<file path="src/rtl/slt_pkg.sv">
// Shared types and constants for the iterative signed less-than block.
package slt_pkg;

  localparam int WIRE_DEFAULT  = 32;
  localparam int DIGIT_DEFAULT = 4;

  // Result word: the comparison lands in this bit, every other bit reads zero
  localparam int RES_LT_BIT = 0;

  typedef enum logic [1:0] {
    IDLE = 2'd0,
    RUN  = 2'd1,
    DONE = 2'd2
  } slt_state_e;

endpackage

</file>
<file path="src/rtl/slt_digit_cmp.sv">
// Combinational unsigned comparator for one DIGIT-wide slice.
module slt_digit_cmp #(
  parameter int DIGIT = 4
) (
  input  logic [DIGIT-1:0] a,
  input  logic [DIGIT-1:0] b,
  output logic             lt,
  output logic             eq
);

  assign lt = (a < b);
  assign eq = (a == b);

endmodule

</file>
<file path="src/rtl/slt_iter.sv">
// Iterative signed A<B, one digit per cycle, MSB digit first.
// Define SLT_ITER_EARLY_EXIT_EN to finish as soon as the result is decided.
module slt_iter
  import slt_pkg::*;
#(
  parameter int WIRE  = WIRE_DEFAULT,
  parameter int DIGIT = DIGIT_DEFAULT
) (
  input  logic            clk,
  input  logic            rst_n,
  input  logic            in_valid,
  output logic            in_ready,
  input  logic [WIRE-1:0] datain_A,
  input  logic [WIRE-1:0] datain_B,
  output logic            out_valid,
  input  logic            out_ready,
  output logic [WIRE-1:0] out
);

  localparam int N     = WIRE / DIGIT;
  localparam int IDX_W = (N > 1) ? $clog2(N) : 1;
  localparam logic [IDX_W-1:0] LAST_IDX = IDX_W'(N - 1);

  slt_state_e       state_q, state_d;
  logic [WIRE-1:0]  a_q, b_q;
  logic [IDX_W-1:0] idx_q;
  logic             decided_q, lt_q;
  logic [WIRE-1:0]  out_q;

  logic [DIGIT-1:0] digit_a, digit_b;
  logic             dig_lt, dig_eq;
  logic             first_digit, last_digit, sign_diff;
  logic             decide_now, lt_now, lt_final, run_done;
  logic [WIRE-1:0]  res_word;

  // Operands shift left each RUN cycle, so the digit under test is always on top
  assign digit_a = a_q[WIRE-1 -: DIGIT];
  assign digit_b = b_q[WIRE-1 -: DIGIT];

  slt_digit_cmp #(.DIGIT(DIGIT)) u_digit_cmp (
    .a  (digit_a),
    .b  (digit_b),
    .lt (dig_lt),
    .eq (dig_eq)
  );

  assign first_digit = (idx_q == '0);
  assign last_digit  = (idx_q == LAST_IDX);

  // Differing signs settle the answer on the first digit, before any unsigned compare
  always_comb begin
    sign_diff  = first_digit && (a_q[WIRE-1] != b_q[WIRE-1]);
    lt_now     = sign_diff ? a_q[WIRE-1] : dig_lt;
    decide_now = !decided_q && (sign_diff || !dig_eq);
    if (decided_q)
      lt_final = lt_q;
    else if (decide_now)
      lt_final = lt_now;
    else
      lt_final = 1'b0;
    res_word             = '0;
    res_word[RES_LT_BIT] = lt_final;
  end

  always_comb begin
    run_done = last_digit;
`ifdef SLT_ITER_EARLY_EXIT_EN
    if (decide_now)
      run_done = 1'b1;
`endif
  end

  always_comb begin
    state_d   = state_q;
    in_ready  = 1'b0;
    out_valid = 1'b0;
    case (state_q)
      IDLE: begin
        in_ready = 1'b1;
        if (in_valid)
          state_d = RUN;
      end
      RUN: begin
        if (run_done)
          state_d = DONE;
      end
      DONE: begin
        out_valid = 1'b1;
        if (out_ready)
          state_d = IDLE;
      end
      default: state_d = IDLE;
    endcase
  end

  always_ff @(posedge clk or negedge rst_n) begin
    if (!rst_n)
      state_q <= IDLE;
    else
      state_q <= state_d;
  end

  // The decided result is parked in lt_q until the fixed-latency exit comes round
  always_ff @(posedge clk or negedge rst_n) begin
    if (!rst_n) begin
      a_q       <= '0;
      b_q       <= '0;
      idx_q     <= '0;
      decided_q <= 1'b0;
      lt_q      <= 1'b0;
      out_q     <= '0;
    end else begin
      case (state_q)
        IDLE: begin
          if (in_valid) begin
            a_q       <= datain_A;
            b_q       <= datain_B;
            idx_q     <= '0;
            decided_q <= 1'b0;
            lt_q      <= 1'b0;
          end
        end
        RUN: begin
          a_q <= a_q << DIGIT;
          b_q <= b_q << DIGIT;
          if (!last_digit)
            idx_q <= idx_q + IDX_W'(1);
          if (decide_now) begin
            decided_q <= 1'b1;
            lt_q      <= lt_now;
          end
          if (run_done)
            out_q <= res_word;
        end
        default: ;
      endcase
    end
  end

  assign out = out_q;

endmodule

</file>
<file path="config.mk">
export PLATFORM = sky130hd
export DESIGN_NAME = slt_iter
export DESIGN_NICKNAME = d
export VERILOG_FILES = /design/src/rtl/slt_pkg.sv /design/src/rtl/slt_digit_cmp.sv /design/src/rtl/slt_iter.sv
export SDC_FILE = /design/constraint.sdc
export NUM_CORES = 1
export LEC_CHECK = 0
export ABC_AREA = 1
export CORE_AREA = 5 5 115 117
export CTS_BUF_LIST = sky130_fd_sc_hd__clkbuf_8 sky130_fd_sc_hd__clkbuf_16
export DETAILED_ROUTE_END_ITERATION = 6
export DIE_AREA = 0 0 120 122
export PLACE_DENSITY_LB_ADDON = 0.15
export SLEW_MARGIN = 20
export SYNTH_ARGS = -nofsm -noshare
export SYNTH_HDL_FRONTEND = slang
export SYNTH_SLANG_ARGS = --single-unit
</file>
<file path="constraint.sdc">
create_clock -name clk -period 2 [get_ports clk]
set_clock_uncertainty 0.15 [all_clocks]
set_input_delay 0.4 -clock clk [delete_from_list [all_inputs] [get_ports clk]]
set_output_delay 0.4 -clock clk [all_outputs]
set_load 0.005 [all_outputs]
</file>
### After elaboration in Yosys (flattened, before gate mapping)

Index checks and enable logic that the tools add are counted.

* order comparisons: 1
* equality and inequality tests: 10
* muxes and demuxes: 21
* add/subtract/negate cells: 1
* reductions and logical operators: 13

Operator list (number)
* $pmux W32 S2: 2
* $mux W32: 2
* $ne A2 B2 Y1 const B: 5
* $reduce_and A3 Y1: 3
* $mux W1: 8
* $mux W2: 3
* $mux W3: 2
* $pmux W2 S3: 1
* $pmux W3 S2: 1
* $eq A4 B4 Y1: 1
* $lt A4 B4 Y1: 1
* $pmux W1 S2: 2
* $reduce_and A2 Y1: 2
* $add A3 B1 Y3 const B: 1
* $eq A3 B3 Y1 const B: 1
* $logic_not A3 Y1: 1
* $eq A2 B1 Y1 const B: 1
* $eq A2 B2 Y1 const B: 1
* $logic_and A1 B1 Y1: 2
* $logic_not A1 Y1: 2
* $logic_not A2 Y1: 1
* $reduce_bool A2 Y1: 1
* $logic_or A1 B1 Y1: 1
* $ne A1 B1 Y1: 1

* logic and storage cells: 53
* flip-flop bits (word level): 72
* output and inout bits: 34

### Depth between registers and ports, before layout

* depth in word-level cells: 6
* depth in mapped cells: 9
* mapped depth without buffers: 9

### Hierarchy

From an unflattened synthesis, not the netlist that was laid out.

* cell total of the unflattened synthesis: 452
* area, all modules: 3721.1 µm²

Modules (own cells, without submodules)
* slt_iter: sequential area each 1801.7 µm², instances 1, area an instance 3603.5 µm², cells each 432
* slt_digit_cmp: sequential area each 0.0 µm², instances 1, area an instance 117.6 µm², cells each 20

### Least setup slack after synthesis

OpenSTA, ideal clock, no wires.

* path type: register to register
* from: register state_q[0]
* to: register a_q[2]
* path slack: 0.533 ns
* path buffers: 1
* cell stages (with the launch flop): 7
* period minus slack after synthesis: 1.467 ns
* arrival time: 1.196 ns
* library setup time: 0.121 ns
* cell sequence: dfrtp_1 -> nor2_1 -> nand2_2 -> nand2_4 -> inv_2 -> buf_4 -> a22o_1

* word-level cells in the longest chain between the ends: 3
* elaborated cells on any way between the ends: 6
* classes of those cells: 2 x eq/ne; 1 x mux; 3 x reduce/logical

RTL lines
* start: declaration: RTL line slt_iter.sv:24 `slt_state_e state_q, state_d;`
* start signal: assignment: RTL line slt_iter.sv:100 `state_q <= state_d;`
* $eq A2 B1 Y1 or $logic_not A2 Y1 (tied branches): RTL line slt_iter.sv:113 `case (state_q)`
* $reduce_bool A2 Y1 (no line) or $ne A2 B2 Y1 (tied branches)
* $reduce_and A2 Y1 (no line)
* end signal: assignment: RTL line slt_iter.sv:116 `a_q <= datain_A;`
* end signal: assignment: RTL line slt_iter.sv:124 `a_q <= a_q << DIGIT;`
* end: declaration: RTL line slt_iter.sv:25 `logic [WIRE-1:0] a_q, b_q;`

Several ways; a longest one is shown, not always the timed one.
A chain may end at the register's enable or synchronous reset.

### Final worst setup path

* from: register state_q[1]
* to: output port in_ready

* word-level cells in the longest chain between the ends: 2

RTL lines
* $logic_not A2 Y1: RTL line slt_iter.sv:77 `case (state_q)`
* $mux W1: RTL line slt_iter.sv:77
* end: declaration: RTL line slt_iter.sv:12 `output logic in_ready,`

Every way passes these cells.

==> impl_metrics.yaml <==
critical_path:
  cp_slowest_cell: "clkdlybuf4s50_1"
  worstSetupStartpointType: "flip-flop"
  critPathArrivalTime_ns: 1.38
  endpoint: "in_ready"
  required_ns: 1.45
  worstReg2RegEnd: "b_q[2]"
  startpoint: "state_q[1]"
  reg2reg_depth: 6
  worst-setup-path-type: "flip-flop to output pin"
  slowest_delay_ns: 0.51
  cp_max_fo: 3
  cp_cell_sequence: "nor2_2, clkdlybuf4s50_1"
  critPathCaptureType: "output pin"
  reg2reg_from: "state_q[1]"
  reg2reg_setup_slack_ns: 0.32
floorplanning:
  rows: 41
  die_h_um: 122
  start_util_pct: 28.9
  io-pin-count: 102
  dieArea_sq_mm: 0.0146
  die_w_um: 120
  coreArea_sq_mm: 0.0123
timing:
  timing.final.crit_share_pct: 96.6
  hold_violations: 0
  min_period_ns: 1.93
  max_freq_mhz: 518
  rsz0062_at_grt: "false"
  setup_violations: 0
  tns_ns: 0
  slew_violations: 0
placed_design:
  dp_hpwl_mm: 6.35
  gp_congestion: 0.756
  numPlacedInstances: 623
  io_buffers: 70
detailed_routing:
  wirelength_mm: 8.99
  ant_nets: 0
  firstDrtPassIters: 4
  num_vias: 2908
  drc: 0
  wl_per_cell_um: 14.1
  drt_iter0_drc: 114
  vias_per_cell: 4.56
global_routing:
  grt_pass1_vias: 2965
  antenna_found_initial: 0
  met3_usage_pct: 2.37
  grt_pass1_wl_mm: 14.8
  grt_usage_pct: 12.8
  grtUsageMet1_pct: 17.0
  gr-usage-met2_pct: 20.7
  overflow: 0
  globalRoute.busiestLayer: "met2"
  grt_max_degree: 64
synth:
  ys_ff_latch: 72
  ys_warn_count: 0
  syn_area_sq_mm: 0.00354
  yosysSeqAreaShare_pct: 50.8
  synth_cells: 418
  synth_area_per_cell_sq_um: 8.48
  synthDistinctLibCells: 23
final_layout:
  drive_above_1_share_pct: 7.17
  antenna_cells: 0
  finalNonFillerCells: 638
  area_growth_pct: 31.1
  nets: 561
flow_run:
  max_cap_viol_count: 0
clock_network:
  cts_made_buffers: 9
  cts.sink_count: 72
  cts_tree: "built"
  htreeDepth: 3
  clk-insertion-delay-late_ns: 0.32
  cts.clk_slew.worst_paths_ns: 0.05
  clk_path_buf_depth: 2
  cts_root_buf: "clkbuf_16"
pwr:
  p_leak_uw: 0.00213
  ir_drop_mv: 0.470
  pwr_density_cell_mw_per_mm2: 1480
outcome:
  outcome: "finished, final reports clean"
min_path:
  hp-class: "input pin to asynchronous set/reset pin"
==> synth_stat cells <==
master	instances	area, sq um
nand2_4	1	11.3
o31ai_1	1	7.51
o21ai_0	56	280
buf_2	12	60.1
nand2_1	75	282
nand2_2	1	6.26
dfrtp_1	72	1800
buf_1	1	3.75
a21oi_1	55	275
nor2_1	56	210
buf_4	32	240
a22oi_2	4	50.1
inv_1	13	48.8
clkbuf_1	10	37.5
nand3_1	5	25.0
ha_1	7	87.6
conb_1	1	3.75
nor2_4	1	11.3
a22o_1	7	61.3
o21ai_1	3	15.0
a31oi_1	1	6.26
o21bai_1	1	7.51
inv_2	3	11.3
==> cells by family after synthesis <==
group	after synthesis	synth area share (%)
and+or+nand+nor	139	15.4
other	1	0.106
adders and majority gates	7	2.47
AOI/OAI and AO/OA	128	19.8
buffers and inverters	71	11.3
DFF	72	50.8
==> cell type report <==
cell class / instances / area, sq um
Tap cell: 150 / 188
Multi-Input combinational cell: 305 / 1460
Fill cell: 1268 / 7620
Clock inverter: 2 / 8.76
Sequential cell: 72 / 1800
Inverter: 16 / 60.1
Timing Repair Buffer: 82 / 878
Clock buffer: 11 / 253
==> worst min path at each step <==
stage                from     end  slack, ns
finish              rst_n  a_q[7]       0.27
global route        rst_n  a_q[7]       0.28
CTS                 rst_n  a_q[7]       0.26
floorplan           rst_n  a_q[0]      -0.05
global placement    rst_n  a_q[7]       0.07
detailed placement  rst_n  a_q[7]       0.07
==> routing by layer <==
metal,wire length (um),part of all wire [%]
met3,393,4.4
met4,156,1.7
met1,4210,47
met5,0,0
met2,4230,47
==> flip-flops by register name (all words and copies together) (netlist names) <==
name       flops
a_q           32
out            1
b_q           32
lt_q           1
decided_q      1
state_q        2
idx_q          3
==> power breakdown <==
part	leakage, uW	switching [uW]	total [uW]	internal, uW
logic	0.00110	1730	2960	1240
registers	0.000894	356	2500	2150
clock network	0.000135	552	1430	879
total	0.00213	2640	6900	4260
==> stage by stage <==
stage               hold WS (ns)  area (sq um)  power [uW]  worst slack (ns)  util, %
finish                     0.271          4640        6900            0.0690     37.9
CTS                        0.255          4640        7010           0.00535     37.8
global route               0.276          4640        7570           0.00887     37.9
global placement          0.0677          4360        5490             0.152     35.6
detailed placement        0.0686          4360        5530             0.120     35.6
floorplan                -0.0456          3660        4570             0.533        -
==> worst max-delay path, delay by kind of cell (launching register included) <==
kind	cells	cell delay, ns
buffers and inverters	1	0.51
and+or+nand+nor	1	0.14
DFF	1	0.40
==> repair_timing <==
item                       CTS  global route
pin swaps                    0             1
setup endpoints to repair    1             2
resized for setup            1             0
hold endpoints to repair    44             0
setup buffers                0             1
cloned                       0             0
hold buffers                 1             0
==> layout by cell type (no fill, tap or decap), drive strengths merged <==
master         count
a21oi             55
a22o               7
a22oi              4
a31oi              1
buf               12
clkbuf            11
clkdlybuf4s50     69
clkinv             1
conb              31
dfrtp             72
dlygate4sd3        1
ha                 7
inv               17
nand2             77
nand3              5
nor2              57
o21ai             59
o21bai             1
o31ai              1
No activity file was read; power rests on OpenSTA's default activity.
==> RTL change: new RTL, same flow settings <==
Build with the macro `SLT_ITER_EARLY_EXIT_EN` defined.
--- a/src/rtl/slt_iter.sv
+++ b/src/rtl/slt_iter.sv
@@ -1,5 +1,7 @@
 // Iterative signed A<B, one digit per cycle, MSB digit first.
 // Define SLT_ITER_EARLY_EXIT_EN to finish as soon as the result is decided.
+`define SLT_ITER_EARLY_EXIT_EN
+
 module slt_iter
   import slt_pkg::*;
 #(
Function: changed (Yosys sat finds a counterexample within 4 cycles, from zero or initial values and one cycle with rst_n low).
==> RTL change against the unedited design <==
Synthesized area up 13%. Wire length is 5.6% lower. Total power grew 17%. Sequential cell count is the same. Synthesized cell count grew 5.5%. Count of clock-buffer cells in the layout unchanged. Highest routed layer unchanged. Setup slack improved by 0.018 ns. Cell area up 10%.
==> RTL change: results (changes against the unedited design) <==
* Drt pass-1 iters at 4 (unchanged)
* Clock Latency Late Sink at 0.33 ns
* Warning count from the yosys run at 0 (unchanged)
* Synth top area cells: dfrtp_1 (45%), o211ai_2 (13%), nand2_1 (8.3%), inv_1 (6.5%), o21ai_1 (6.5%)
* Reg-to-Reg Start: state_q[1]
* Worst reg2reg path endpoint: out[0]
* Nets at 584 (+4.1%)
* Diodes inserted at 0 (unchanged)
* Input/output buffers at 70 (unchanged)
* H-tree depth at 3 (unchanged)
* Sequential area share after synthesis at 44.8% (-6.0 points)
* Clock root buffer: clkbuf_16
* Critical Path Sink: out_valid
* Vias per cell at 4.38 (-3.9%)
* Hold WC Path Type: in2async
* Crit path arrival time at 1.36 ns (-0.02 ns)
* DRT Wirelength at 8.48 mm (-5.6%)
* Leakage at 2.36 nW (+11%)
* Vias in the first global route at 2946 (-0.64%)
* Biggest regs: a_q (32), b_q (32), idx_q (3)
* Routability Congestion at 0.748 (-1.1%)
* Initial antenna violation count at 0 (unchanged)
* CTS Buf Count at 9 (unchanged)
* Post-DP HPWL at 6.22 mm (-2.1%)
* Mapped Cells at 441 (+5.5%)
* Post-synth ARST share at 100% (unchanged)
* Crit Path Max Fanout at 3 (unchanged)
* Clk buf depth at 2 (unchanged)
* CP max stage cell: clkdlybuf4s50_1
* Number of remaining DRC errors at 0 (unchanged)
* R2r setup slk at 0.22 ns (-0.10 ns)
* Run status: completed
* Synth Flop Type: dfrtp_1
* Overall routing resource usage at 12.1% (-0.66 points)
* Clock Pin Slew Worst Setup and Hold Paths at 0.06 ns
* First-pass GRT wire length at 14.3 mm (-3.3%)
* R2R cell count at 6 (unchanged)
* Share of layout cells above drive strength 1 at 17.3% (+10 points)
* Synth cell types at 24 (+4.3%)
* Placed cell count at 646 (+3.7%)
* Crit. Startpoint: state_q[0]
* Largest net degree at the start of global routing at 60 (-6.3%)
* CP max stage delay at 0.51 ns (about the same)
* Drt initial violations at 139 (+22%)
* Peak supply drop at 0.583 mV (+24%)
* Most instantiated cells after synthesis: nand2_1 (89), dfrtp_1 (72), inv_1 (70), o21ai_1 (52), o211ai_2 (42)
* Routed wire per std cell at 12.8 um (-9.3%)
-- RTL change: cell types whose count changed in the layout (fill, tap and decap cells not counted), sizes merged, moves of 2 or more --
cell / change
inv: +59
o211ai: +52
bufinv: +2
nand2: +14
a22oi: -4
o21a: +4
a21oi: -53
nor2: -51
a22o: -7
o21ai: +10
-- RTL change: per-stage QoR --
stage	hold slack, ns	power [mW]	utilization, %	instance area (um2)	setup slack, ns
floorplan	-0.0456	5.52	-	4130	0.543
global placement	0.123	6.27	39.0	4780	0.165
detailed placement	0.121	6.39	39.0	4780	0.135
CTS	0.314	8.19	41.8	5130	0.0644
global route	0.333	8.84	41.8	5130	0.0355
finish	0.316	8.05	41.8	5130	0.0874
-- RTL change: layer usage --
layer,vias to the layer above,GRT usage [%],wire [um]
met5,-,0,0
met4,0,4.94,133
met3,10,2.09,349
met2,63,18.8,3910
met1,1322,16.9,4090
li1,1513,-,-
-- RTL change: worst max-delay path, delay by kind of cell (launching register included) --
family,cells,cell delay [ns]
AND/OR/NAND/NOR,1,0.12
flip-flops,1,0.40
buffers and inverters,1,0.51
-- RTL change: kinds of logic (layout without fill, tap and decap cells) --
logic type	count (synthesis)	count (layout)	share of synthesized area (%)
AO/OA/AOI/OAI	129	129	26.0
buffers and inverters	131	174	17.0
AND/OR/NAND/NOR	101	101	9.99
adder cells (fa/ha/maj)	7	7	2.18
flip-flops	72	72	44.8
other	1	31	0.0933
-- RTL change: cell type report --
class                   count  area, um2
inverters                  75        282
well taps                 150        188
flip-flops and latches     72       1800
clock buffers              11        253
multi-input cells         268       1650
repair buffers             83        872
fillers                  1206       7130
clock inverters             5       80.1
-- RTL change: timing repair --
item | 4_1_cts | 5_1_grt
resized for setup | 1 | 0
setup endpoints to repair | 1 | 0
setup buffers | 1 | 0
endpoints found under the hold margin | 11 | 0
hold buffers | 1 | 0
-- RTL change: report_power, final --
group	internal (mW)	switching, mW	total [mW]	leakage, nW
clock network	1.16	0.610	1.77	0.163
logic	1.53	2.34	3.87	1.32
registers	2.20	0.214	2.41	0.878
total	4.89	3.17	8.05	2.36
-- RTL change: worst min path at each step --
stage	end	from	slack, ns
2_1_floorplan	a_q[0]	rst_n	-0.05
3_3_place_gp	a_q[2]	rst_n	0.12
3_5_place_dp	a_q[2]	rst_n	0.12
4_1_cts	a_q[2]	rst_n	0.31
5_1_grt	a_q[2]	rst_n	0.33
6_report	a_q[2]	rst_n	0.32
